`src/rtl/municao_pkg.sv`:
```
`default_nettype none
// ============================================================================
//  Module      : municao_pkg
//  Description : Shared definitions for the enemy ammunition pool: screen
//                limits, blanking thresholds, colours, delay defaults and a
//                counter-width helper.
//  Revision    : 1.0 - initial multi-slot release
// ============================================================================
package municao_pkg;

    // Screen constants
    localparam int Y_LIMIT_DEFAULT    = 540;
    localparam int H_BLANK_DEFAULT    = 96;
    localparam int V_BLANK_DEFAULT    = 2;

    // Timer defaults (terminal count, i.e. period minus one)
    localparam int DELAY_MOVE_DEFAULT = 200000;
    localparam int DELAY_FIRE_DEFAULT = 50000000;

    typedef struct packed {
        logic [7:0] r;
        logic [7:0] g;
        logic [7:0] b;
    } rgb_t;

    localparam rgb_t SHOT_RGB  = '{r: 8'hFF, g: 8'h00, b: 8'h00};
    localparam rgb_t BLACK_RGB = '{r: 8'h00, g: 8'h00, b: 8'h00};

    // Bits needed for a counter running 0..max_val (at least one bit).
    function automatic int cnt_width(input int max_val);
        return (max_val < 1) ? 1 : $clog2(max_val + 1);
    endfunction

endpackage : municao_pkg
`default_nettype wire

```
`src/rtl/municao_slot.sv`:
```
`default_nettype none
// ============================================================================
//  Module      : municao_slot
//  Description : One enemy shot slot. Holds x/y/active, applies the
//                kill > spawn > move priority and produces a pixel hit bit.
//  Ports       : clk, reset (async, active low), i_kill, i_spawn,
//                i_move_tick, i_spawn_x/y, i_pix_h/v -> o_x, o_y, o_active,
//                o_hit
//  Revision    : 1.0 - initial release
// ============================================================================
module municao_slot
    import municao_pkg::*;
#(
    parameter int CW      = 11,
    parameter int STEP    = 1,
    parameter int Y_LIMIT = Y_LIMIT_DEFAULT,
    parameter int SHOT_W  = 2,
    parameter int SHOT_H  = 20
) (
    input  logic          clk,
    input  logic          reset,
    input  logic          i_kill,
    input  logic          i_spawn,
    input  logic          i_move_tick,
    input  logic [CW-1:0] i_spawn_x,
    input  logic [CW-1:0] i_spawn_y,
    input  logic [CW-1:0] i_pix_h,
    input  logic [CW-1:0] i_pix_v,
    output logic [CW-1:0] o_x,
    output logic [CW-1:0] o_y,
    output logic          o_active,
    output logic          o_hit
);

    localparam logic [CW:0] c_step    = (CW+1)'(STEP);
    localparam logic [CW:0] c_y_limit = (CW+1)'(Y_LIMIT);
    localparam logic [CW:0] c_shot_w  = (CW+1)'(SHOT_W);
    localparam logic [CW:0] c_shot_h  = (CW+1)'(SHOT_H);

    logic [CW-1:0] r_x;
    logic [CW-1:0] r_y;
    logic          r_active;

    // One extra bit so positions near the top of the range never wrap.
    logic [CW:0] w_y_next;
    logic [CW:0] w_x_end;
    logic [CW:0] w_y_end;

    assign w_y_next = {1'b0, r_y} + c_step;
    assign w_x_end  = {1'b0, r_x} + c_shot_w;
    assign w_y_end  = {1'b0, r_y} + c_shot_h;

    always_ff @(posedge clk or negedge reset) begin
        if (!reset) begin
            r_x      <= '0;
            r_y      <= '0;
            r_active <= 1'b0;
        end else if (i_kill) begin
            // x is kept on kill; inactive slots already sit at y=0.
            if (r_active) begin
                r_active <= 1'b0;
                r_y      <= '0;
            end
        end else if (i_spawn) begin
            // A fresh shot does not move in its spawn cycle.
            r_x      <= i_spawn_x;
            r_y      <= i_spawn_y;
            r_active <= 1'b1;
        end else if (i_move_tick && r_active) begin
            if (w_y_next < c_y_limit) begin
                r_y <= w_y_next[CW-1:0];
            end else begin
                r_active <= 1'b0;
                r_y      <= '0;
            end
        end
    end

    assign o_hit = r_active
                && (i_pix_h >= r_x) && ({1'b0, i_pix_h} < w_x_end)
                && (i_pix_v >= r_y) && ({1'b0, i_pix_v} < w_y_end);

    assign o_x      = r_x;
    assign o_y      = r_y;
    assign o_active = r_active;

endmodule : municao_slot
`default_nettype wire

```
`src/rtl/municao_pool.sv`:
```
`default_nettype none
// ============================================================================
//  Module      : municao_pool
//  Description : Enemy ammunition pool. Periodically fires from the enemy
//                position into the lowest free slot, moves live shots down on
//                a shared tick, retires them at the limit or on kill, and
//                renders a registered RGB layer.
//  Ports       : clk, reset (async, active low), fire_en, posX/posY_inimigo,
//                kill[N_SLOTS], h_counter, v_counter -> shot_x, shot_y,
//                shot_active, fire_dropped, R, G, B
//  Revision    : 1.0 - multi-slot successor of the single-shot block
// ============================================================================
module municao_pool
    import municao_pkg::*;
#(
    parameter int N_SLOTS    = 4,
    parameter int CW         = 11,
    parameter int DELAY_MOVE = DELAY_MOVE_DEFAULT,
    parameter int DELAY_FIRE = DELAY_FIRE_DEFAULT,
    parameter int STEP       = 1,
    parameter int Y_LIMIT    = Y_LIMIT_DEFAULT,
    parameter int SHOT_W     = 2,
    parameter int SHOT_H     = 20,
    parameter int H_BLANK    = H_BLANK_DEFAULT,
    parameter int V_BLANK    = V_BLANK_DEFAULT
) (
    input  logic                  clk,
    input  logic                  reset,
    input  logic                  fire_en,
    input  logic [CW-1:0]         posX_inimigo,
    input  logic [CW-1:0]         posY_inimigo,
    input  logic [N_SLOTS-1:0]    kill,
    input  logic [9:0]            h_counter,
    input  logic [9:0]            v_counter,
    output logic [N_SLOTS*CW-1:0] shot_x,
    output logic [N_SLOTS*CW-1:0] shot_y,
    output logic [N_SLOTS-1:0]    shot_active,
    output logic                  fire_dropped,
    output logic [7:0]            R,
    output logic [7:0]            G,
    output logic [7:0]            B
);

    localparam int MW = cnt_width(DELAY_MOVE);
    localparam int FW = cnt_width(DELAY_FIRE);
    localparam logic [MW-1:0] c_move_max = MW'(DELAY_MOVE);
    localparam logic [FW-1:0] c_fire_max = FW'(DELAY_FIRE);
    localparam logic [9:0]    c_h_blank  = 10'(H_BLANK);
    localparam logic [9:0]    c_v_blank  = 10'(V_BLANK);

    logic [MW-1:0]      r_move_cnt;
    logic [FW-1:0]      r_fire_cnt;
    logic               r_fire_dropped;
    rgb_t               r_rgb;

    logic               w_move_tick;
    logic               w_fire_tick;
    logic [N_SLOTS-1:0] w_spawn;
    logic               w_found;
    logic [N_SLOTS-1:0] w_hit;
    logic [CW-1:0]      w_pix_h;
    logic [CW-1:0]      w_pix_v;

    assign w_move_tick = (r_move_cnt == c_move_max);
    assign w_fire_tick = fire_en && (r_fire_cnt == c_fire_max);

    // Movement timer is free-running; fire timer holds while disabled.
    always_ff @(posedge clk or negedge reset) begin
        if (!reset) begin
            r_move_cnt <= '0;
            r_fire_cnt <= '0;
        end else begin
            r_move_cnt <= w_move_tick ? '0 : r_move_cnt + MW'(1);
            if (fire_en) begin
                r_fire_cnt <= w_fire_tick ? '0 : r_fire_cnt + FW'(1);
            end
        end
    end

    // Lowest-index free slot. A slot being killed this cycle is not free
    // yet; it becomes allocatable one cycle later.
    always_comb begin
        w_spawn = '0;
        w_found = 1'b0;
        for (int i = 0; i < N_SLOTS; i++) begin
            if (!w_found && !shot_active[i] && !kill[i]) begin
                w_found    = 1'b1;
                w_spawn[i] = w_fire_tick;
            end
        end
    end

    assign w_pix_h = CW'(h_counter);
    assign w_pix_v = CW'(v_counter);

    for (genvar i = 0; i < N_SLOTS; i++) begin : g_slot
        municao_slot #(
            .CW      (CW),
            .STEP    (STEP),
            .Y_LIMIT (Y_LIMIT),
            .SHOT_W  (SHOT_W),
            .SHOT_H  (SHOT_H)
        ) u_slot (
            .clk         (clk),
            .reset       (reset),
            .i_kill      (kill[i]),
            .i_spawn     (w_spawn[i]),
            .i_move_tick (w_move_tick),
            .i_spawn_x   (posX_inimigo),
            .i_spawn_y   (posY_inimigo),
            .i_pix_h     (w_pix_h),
            .i_pix_v     (w_pix_v),
            .o_x         (shot_x[i*CW +: CW]),
            .o_y         (shot_y[i*CW +: CW]),
            .o_active    (shot_active[i]),
            .o_hit       (w_hit[i])
        );
    end

    always_ff @(posedge clk or negedge reset) begin
        if (!reset) begin
            r_fire_dropped <= 1'b0;
            r_rgb          <= BLACK_RGB;
        end else begin
            r_fire_dropped <= w_fire_tick && !w_found;
            if ((v_counter <= c_v_blank) || (h_counter <= c_h_blank)) begin
                r_rgb <= BLACK_RGB;
            end else if (|w_hit) begin
                r_rgb <= SHOT_RGB;
            end else begin
                r_rgb <= BLACK_RGB;
            end
        end
    end

    assign fire_dropped = r_fire_dropped;
    assign R            = r_rgb.r;
    assign G            = r_rgb.g;
    assign B            = r_rgb.b;

endmodule : municao_pool
`default_nettype wire
```
`config.mk`:
```
export PLATFORM = sky130hd
export DESIGN_NAME = municao_pool
export DESIGN_NICKNAME = d
export VERILOG_FILES = /design/src/rtl/municao_pkg.sv /design/src/rtl/municao_slot.sv /design/src/rtl/municao_pool.sv
export SDC_FILE = /design/constraint.sdc
export NUM_CORES = 1
export LEC_CHECK = 0
export BUFFER_PORTS_ARGS = -buffer_cell sky130_fd_sc_hd__buf_2
export CAP_MARGIN = 0
export CORE_ASPECT_RATIO = 0.5
export CORE_UTILIZATION = 40
export CTS_BUF_LIST = sky130_fd_sc_hd__clkbuf_4 sky130_fd_sc_hd__clkbuf_8
export CTS_CLUSTER_SIZE = 40
export DETAILED_ROUTE_END_ITERATION = 7
export GPL_ROUTABILITY_DRIVEN = 0
export PLACE_DENSITY = 0.7
export REMOVE_ABC_BUFFERS = 1
export SKIP_LAST_GASP = 1
export SLEW_MARGIN = 20
export SYNTH_ARGS = -nofsm -noshare
export SYNTH_HDL_FRONTEND = slang
export SYNTH_HIERARCHICAL = 1
export SYNTH_SLANG_ARGS = --single-unit
```
`constraint.sdc`:
```
create_clock -name clk -period 9.2 [get_ports clk]
set_input_delay 0.92 -clock clk [delete_from_list [all_inputs] [get_ports clk]]
set_output_delay 0.92 -clock clk [all_outputs]
set_load 0.01 [all_outputs]
```
# [Word-level counts from Yosys, hierarchy flattened]
# Cells that the tools add are included.
[op_classes] n_eq_ne=10 reduce_logical=59 add_sub_neg=14 n_mux=48 bitwise=4 n_lt_le_gt_ge=22
[ops] operator="11-bit 2-to-1 mux" n=20
[ops] operator="10-bit by 12-bit less-than comparator with 1-bit output" n=8
[ops] operator="10-bit by 11-bit >= comparator with 1-bit output" n=8
[ops] operator="11-bit by 1-bit adder with 12-bit output (second input constant)" n=4
[ops] operator="11-bit by 2-bit adder with 12-bit output (second input constant)" n=4
[ops] operator="11-bit by 5-bit adder with 12-bit output (second input constant)" n=4
[ops] operator="12-bit by 10-bit less-than comparator with 1-bit output (second input constant)" n=4
[ops] operator="24-bit 2-to-1 mux" n=2
[ops] operator="1-bit logical AND" n=29
[ops] operator="26-bit by 1-bit adder with 26-bit output (second input constant)" n=1
[ops] operator="26-bit equality test (second input constant)" n=1
[ops] operator="26-bit 2-to-1 mux" n=1
[ops] operator="1-bit 2-to-1 mux" n=24
[ops] operator="2-bit AND reduction" n=12
[ops] operator="18-bit by 1-bit adder with 18-bit output (second input constant)" n=1
[ops] operator="18-bit equality test (second input constant)" n=1
[ops] operator="18-bit 2-to-1 mux" n=1
[ops] operator="1-bit zero test" n=12
[ops] operator="3-bit by 2-bit != test with 1-bit output (second input constant)" n=4
[ops] operator="3-bit nonzero test" n=4
[ops] operator="10-bit by 2-bit less-or-equal comparator with 1-bit output (second input constant)" n=1
[ops] operator="10-bit by 7-bit less-or-equal comparator with 1-bit output (second input constant)" n=1
[ops] operator="2-bit by 1-bit != test with 1-bit output (second input constant)" n=4
[ops] operator="1-bit NOT" n=4
[ops] operator="2 further kinds" n=2
[word_totals] ff_bits=161 input_bits=49

# [Longest topological paths before layout]
[logic_depth] depth_word=17 mapped_depth=13 mapped_depth_nobuf=13

# [Hierarchy]
# The synthesis kept the hierarchy.
[by_module_without_submodules] module="municao_slot (g_slot[0].u_slot ...)" cells_each=304 area_each_um2=2542.4 seq_area_each_um2=575.6 instances=3
[by_module_without_submodules] module="municao_pool" cells_each=269 area_each_um2=2591.2 seq_area_each_um2=1151.1 instances=1
[by_module_without_submodules] module="municao_slot (g_slot[2].u_slot)" cells_each=290 area_each_um2=2479.9 seq_area_each_um2=575.6 instances=1

# [Worst setup path before layout]
# OpenSTA, ideal clock, no wires.
[synth_path] path_kind="input to register" startpoint="input fire_en" endpoint="register g_slot[2].u_slot.r_x[0]" arrival_ns=3.153 required_time_ns=9.075 n_path_buf=2 setup_slack_ns=5.922 stages=9 setup_time_ns=0.125 cell_sequence="buf_2 > and3b_1 > nand4_1 > or2_2 > nor4b_1 > inv_1 > nor2_2 > clkbuf_1 > mux2_2"
[synth_between] elab_chain_len=3
[synth_rtl] element="start: declaration" line_no="municao_pool.sv:29" rtl="input logic fire_en,"
[synth_rtl] element="1-bit logical AND" line_no="municao_pool.sv:65" rtl="assign w_fire_tick = fire_en && (r_fire_cnt == c_fire_max);"
[synth_rtl] element="1-bit 2-to-1 mux" line_no="municao_pool.sv:86" rtl="if (!w_found && !shot_active[i] && !kill[i]) begin"
[synth_rtl] element="named net w_spawn[2]" line_no="municao_pool.sv:58" rtl="logic [N_SLOTS-1:0] w_spawn;"
[synth_rtl] element="2-bit AND reduction (no line)"
[synth_rtl] element="end signal: assignment" line_no="municao_slot.sv:66" rtl="r_x <= i_spawn_x;"
[synth_rtl] element="end: declaration" line_no="municao_slot.sv:40" rtl="logic [CW-1:0] r_x;"
# The timed path passes the listed nets, and every way through them passes these cells.
# A chain may end at the register's enable or synchronous reset.

# [Worst setup path after layout]
[layout_path] startpoint="register r_fire_cnt[3]" endpoint="register g_slot[2].u_slot.r_y[5]"
[layout_between] elab_chain_len=5
[layout_rtl] element="start: declaration" line_no="municao_pool.sv:52" rtl="logic [FW-1:0] r_fire_cnt;"
[layout_rtl] element="start signal: assignment" line_no="municao_pool.sv:75" rtl="r_fire_cnt <= w_fire_tick ? '0 : r_fire_cnt + FW'(1);"
[layout_rtl] element="26-bit equality test *" line_no="municao_pool.sv:65"
[layout_rtl] element="1-bit logical AND *" line_no="municao_pool.sv:65"
[layout_rtl] element="1-bit 2-to-1 mux *" line_no="municao_pool.sv:86"
[layout_rtl] element="named net w_spawn[2]" line_no="municao_pool.sv:58"
[layout_rtl] element="3-bit nonzero test (no line) / 11-bit 2-to-1 mux (equally long branches)"
[layout_rtl] element="2-bit AND reduction (no line) / 11-bit 2-to-1 mux (equally long branches)"
[layout_rtl] element="end signal: assignment" line_no="municao_slot.sv:67" rtl="r_y <= i_spawn_y;"
[layout_rtl] element="end signal: assignment" line_no="municao_slot.sv:71" rtl="r_y <= w_y_next[CW-1:0];"
[layout_rtl] element="end: declaration" line_no="municao_slot.sv:41" rtl="logic [CW-1:0] r_y;"
# Mark *: on every way through the listed nets, which the timed path passes. The rest lies on a longest branch.

==> flow_metrics.env <==
export IMPL_outcome="finished clean"
export IMPL_first_global_vias=10770
export IMPL_die_area_um2=32510
export IMPL_synth_xor_area_share_pct=6.631
export IMPL_die_w_um=254.0
export IMPL_cp_data_required_time_ps=9590
export IMPL_ios=166
export IMPL_synth_compound_area_share_pct=18.92
export IMPL_clk_latency_ps=500
export IMPL_nNetsFinal=1849
export IMPL_yosys_warnings=6
export IMPL_wirelength_um=36310
export IMPL_synth_mux_area_share_pct=1.291
export IMPL_synth_top_family_by_area="simple AND/OR/NAND/NOR gates"
export IMPL_rsz0062_at_grt="false"
export IMPL_cpPeakStageDelay_ps=530
export IMPL_relSlewSlack_pct=42.48
export IMPL_drtIter0Drc=1015
export IMPL_synthCells=1471
export IMPL_hold_slack_ps=466.4
export IMPL_grt_max_degree=85
export IMPL_fin_crit_ps=3437
export IMPL_p_total_mw=1.327
export IMPL_dpl_hpwl_um=27520
export IMPL_max_cap_violations=0
export IMPL_yosys_top_cells_area="dfrtp_1 27%, ha_1 18%, xnor2_1 5.3%"
export IMPL_peakVddDrop_mv=0.07507
export IMPL_ctsResizeCount=0
export IMPL_grt_pass1_wl_um=57810
export IMPL_rows=45
export IMPL_remaining_drc_errors=0
export IMPL_ctsHoldBuffers=0
export IMPL_setup_tns_ps=0
export IMPL_synth_top_area_share_pct=27.19
export IMPL_clock_sinks=138
export IMPL_p_leak_nw=6.575
export IMPL_track_usage_pct=22.76
export IMPL_final_seq_area_um2=3453
export IMPL_critPathSlowestCell="nor4b_1"
export IMPL_path_buf_inv=2
export IMPL_core_um2=30740
export IMPL_hold_violations=0
export IMPL_path_delay_family="simple AND/OR/NAND/NOR gates"
export IMPL_tightest_slew_ps=859.7
export IMPL_synth_cell_types=82
export IMPL_skew_ps=17.45
export IMPL_power_density_nw_per_um2=93.33
export IMPL_drtAntennaViolNets=0
export IMPL_crit_fanout=36
export IMPL_syn_area_um2=12700
export IMPL_crit_chain="nor4b_1 > nand4_1 > or2_2 > nor4b_1 > inv_1 > nor2_2 > buf_4 > nor2_1 > a21o_1 > a221o_1"
export IMPL_ys_ff_latch=138
export IMPL_cts_tree="built"
export IMPL_overflow=0
export IMPL_drive_gt1_share_pct=15.19
export IMPL_synth_seq_area_share_pct=27.19
export IMPL_cts_path_max_buffers=2
export IMPL_start_util_pct=41.31
export IMPL_syn_to_final_growth_pct=11.93
export IMPL_antenna_found_initial=0
export IMPL_synth_area_leader_cell="dfrtp_1"
export IMPL_yosys_area_share_adder_pct=17.74
export IMPL_async_flop_share_pct=100.0
export IMPL_max_freq_ghz=0.2910
export IMPL_synth_edff_count=0
export IMPL_htreeDepth=4
export IMPL_crit_arrival_ps=3820
export IMPL_fin_crit_sh_pct=37.36
export IMPL_startpoint_type="flop"
export IMPL_multi_input_area_um2=8597
export IMPL_port_buffers=149
export IMPL_ys_dominant_reg_cell="dfrtp_1"
export IMPL_fill_cells=3058
export IMPL_firstDrtPassIters=5
export IMPL_path_common_cell="nor4b_1"
export IMPL_die_height_um=128.0
export IMPL_antenna_cells=0
export IMPL_vias_per_cell=5.691
export IMPL_cts_setup_buffers=0
export IMPL_setup_viol=0
export IMPL_cts_root_buf="clkbuf_8"
export IMPL_num_vias=11700
export IMPL_critical_path_class="reg2reg"
export IMPL_report_final_slew_viol_count=0
export IMPL_min_path_type="reg2reg"
export IMPL_synth_simple_gate_area_share_pct=22.05
export IMPL_numCtsBuffers=17
export IMPL_clk_pin_slew_ps=90
export IMPL_end_kind="flop"
export IMPL_avgSynthCellArea_um2=8.633
export IMPL_wire_per_inst_um=17.66
==> routing by layer <==
layer  wire, um  GRT usage (%)
met1      16230          30.39
met2      16630          36.68
met3       2330          3.797
met4       1121          9.284
met5          0              0
==> cells by family (layout without fill, tap and decap cells) <==
group	Yosys count	in the layout
AO/OA/AOI/OAI	351	351
other	1	32
flip-flops	138	138
buffers and inverters	169	300
AND/OR/NAND/NOR	526	526
XOR/XNOR	94	94
multiplexers	12	12
adder cells (fa/ha/maj)	180	180
==> registers in the layout (all words and copies together), names as in the netlist <==
signal                  count
r_move_cnt                 18
g_slot.u_slot/o_y          44
fire_dropped                1
g_slot.u_slot/o_active      4
R                           1
r_fire_cnt                 26
g_slot.u_slot/o_x          44
==> placed cells by master, fill, tap and decap left out, types with 18 or more instances in the layout <==
cell type,instances
a211oi_1,20
a21o_1,25
a21oi_1,65
buf_2,148
clkbuf_8,24
conb_1,32
dfrtp_1,138
ha_1,180
inv_1,110
nand2_1,113
nand2b_1,19
nand3_1,61
nand4_1,47
nor2_1,99
nor3_1,33
nor4_1,36
o211ai_1,18
o21ai_0,104
o31ai_1,19
xnor2_1,77
==> worst paths after layout <==
kind | from | to | slack [ps] | cells after the start
max | r_fire_cnt[3]$_DFFE_PN0P_ | g_slot[2].u_slot/o_y[5]$_DFFE_PN0P_ | 5760 | 10
min reg2reg | r_move_cnt[17]$_DFF_PN0_ | r_move_cnt[17]$_DFF_PN0_ | 470 | 1
min in group asynchronous | reset | g_slot[0].u_slot/o_x[3]$_DFFE_PN0P_ | 500 | 1
max reg2reg | r_fire_cnt[3]$_DFFE_PN0P_ | g_slot[2].u_slot/o_y[5]$_DFFE_PN0P_ | 5760 | 10
min | r_move_cnt[17]$_DFF_PN0_ | r_move_cnt[17]$_DFF_PN0_ | 470 | 1
max in group asynchronous | reset | r_fire_cnt[8]$_DFFE_PN0P_ | 7450 | 2
==> per-stage QoR <==
step	setup slack (ps)	utilization [%]	std cells	cell area (um2)
final	5763	46.24	2056	14210
after global routing	5403	46.24	2056	14210
after CTS	5807	46.24	2056	14210
after detailed placement	5466	44.89	2024	13800
after global placement	5508	44.89	2024	13800
after floorplan	5473	-	1446	12460
==> cell type report <==
class | instances | area share, %
flip-flops and latches | 138 | 24.30
repair buffers | 155 | 5.607
clock buffers | 24 | 2.324
multi-input cells | 1195 | 60.48
inverters | 113 | 2.984
clock inverters | 8 | 0.5810
well taps | 423 | 3.724
==> cell usage after synthesis (all sizes together) (18+ instances only) <==
library cell and count:
nor4 36, dfrtp 138, nand4 51, o31ai 19, nand3 64, and3 25, a211oi 20, inv 113
a21o 26, nand2b 19, xnor2 77, ha 180, buf 38, a221o 18, nand2 113, nor2 100
o21ai 106, clkbuf 18, a21oi 66, nor3 36, o211ai 18
==> worst reg2reg max path: stages, from the launching register on <==
cell and delay, ps:
dfrtp_1 470, nor4b_1 420, nand4_1 200, or2_2 390, nor4b_1 530, inv_1 150
nor2_2 130, buf_4 340, nor2_1 230, a21o_1 200, a221o_1 280
==> power breakdown <==
part / total (mW) / switching [mW] / internal (mW)
logic: 0.158 / 0.0996 / 0.0581
registers: 0.640 / 0.0220 / 0.618
clock network: 0.529 / 0.264 / 0.265
(Power assumes the default switching activity.)
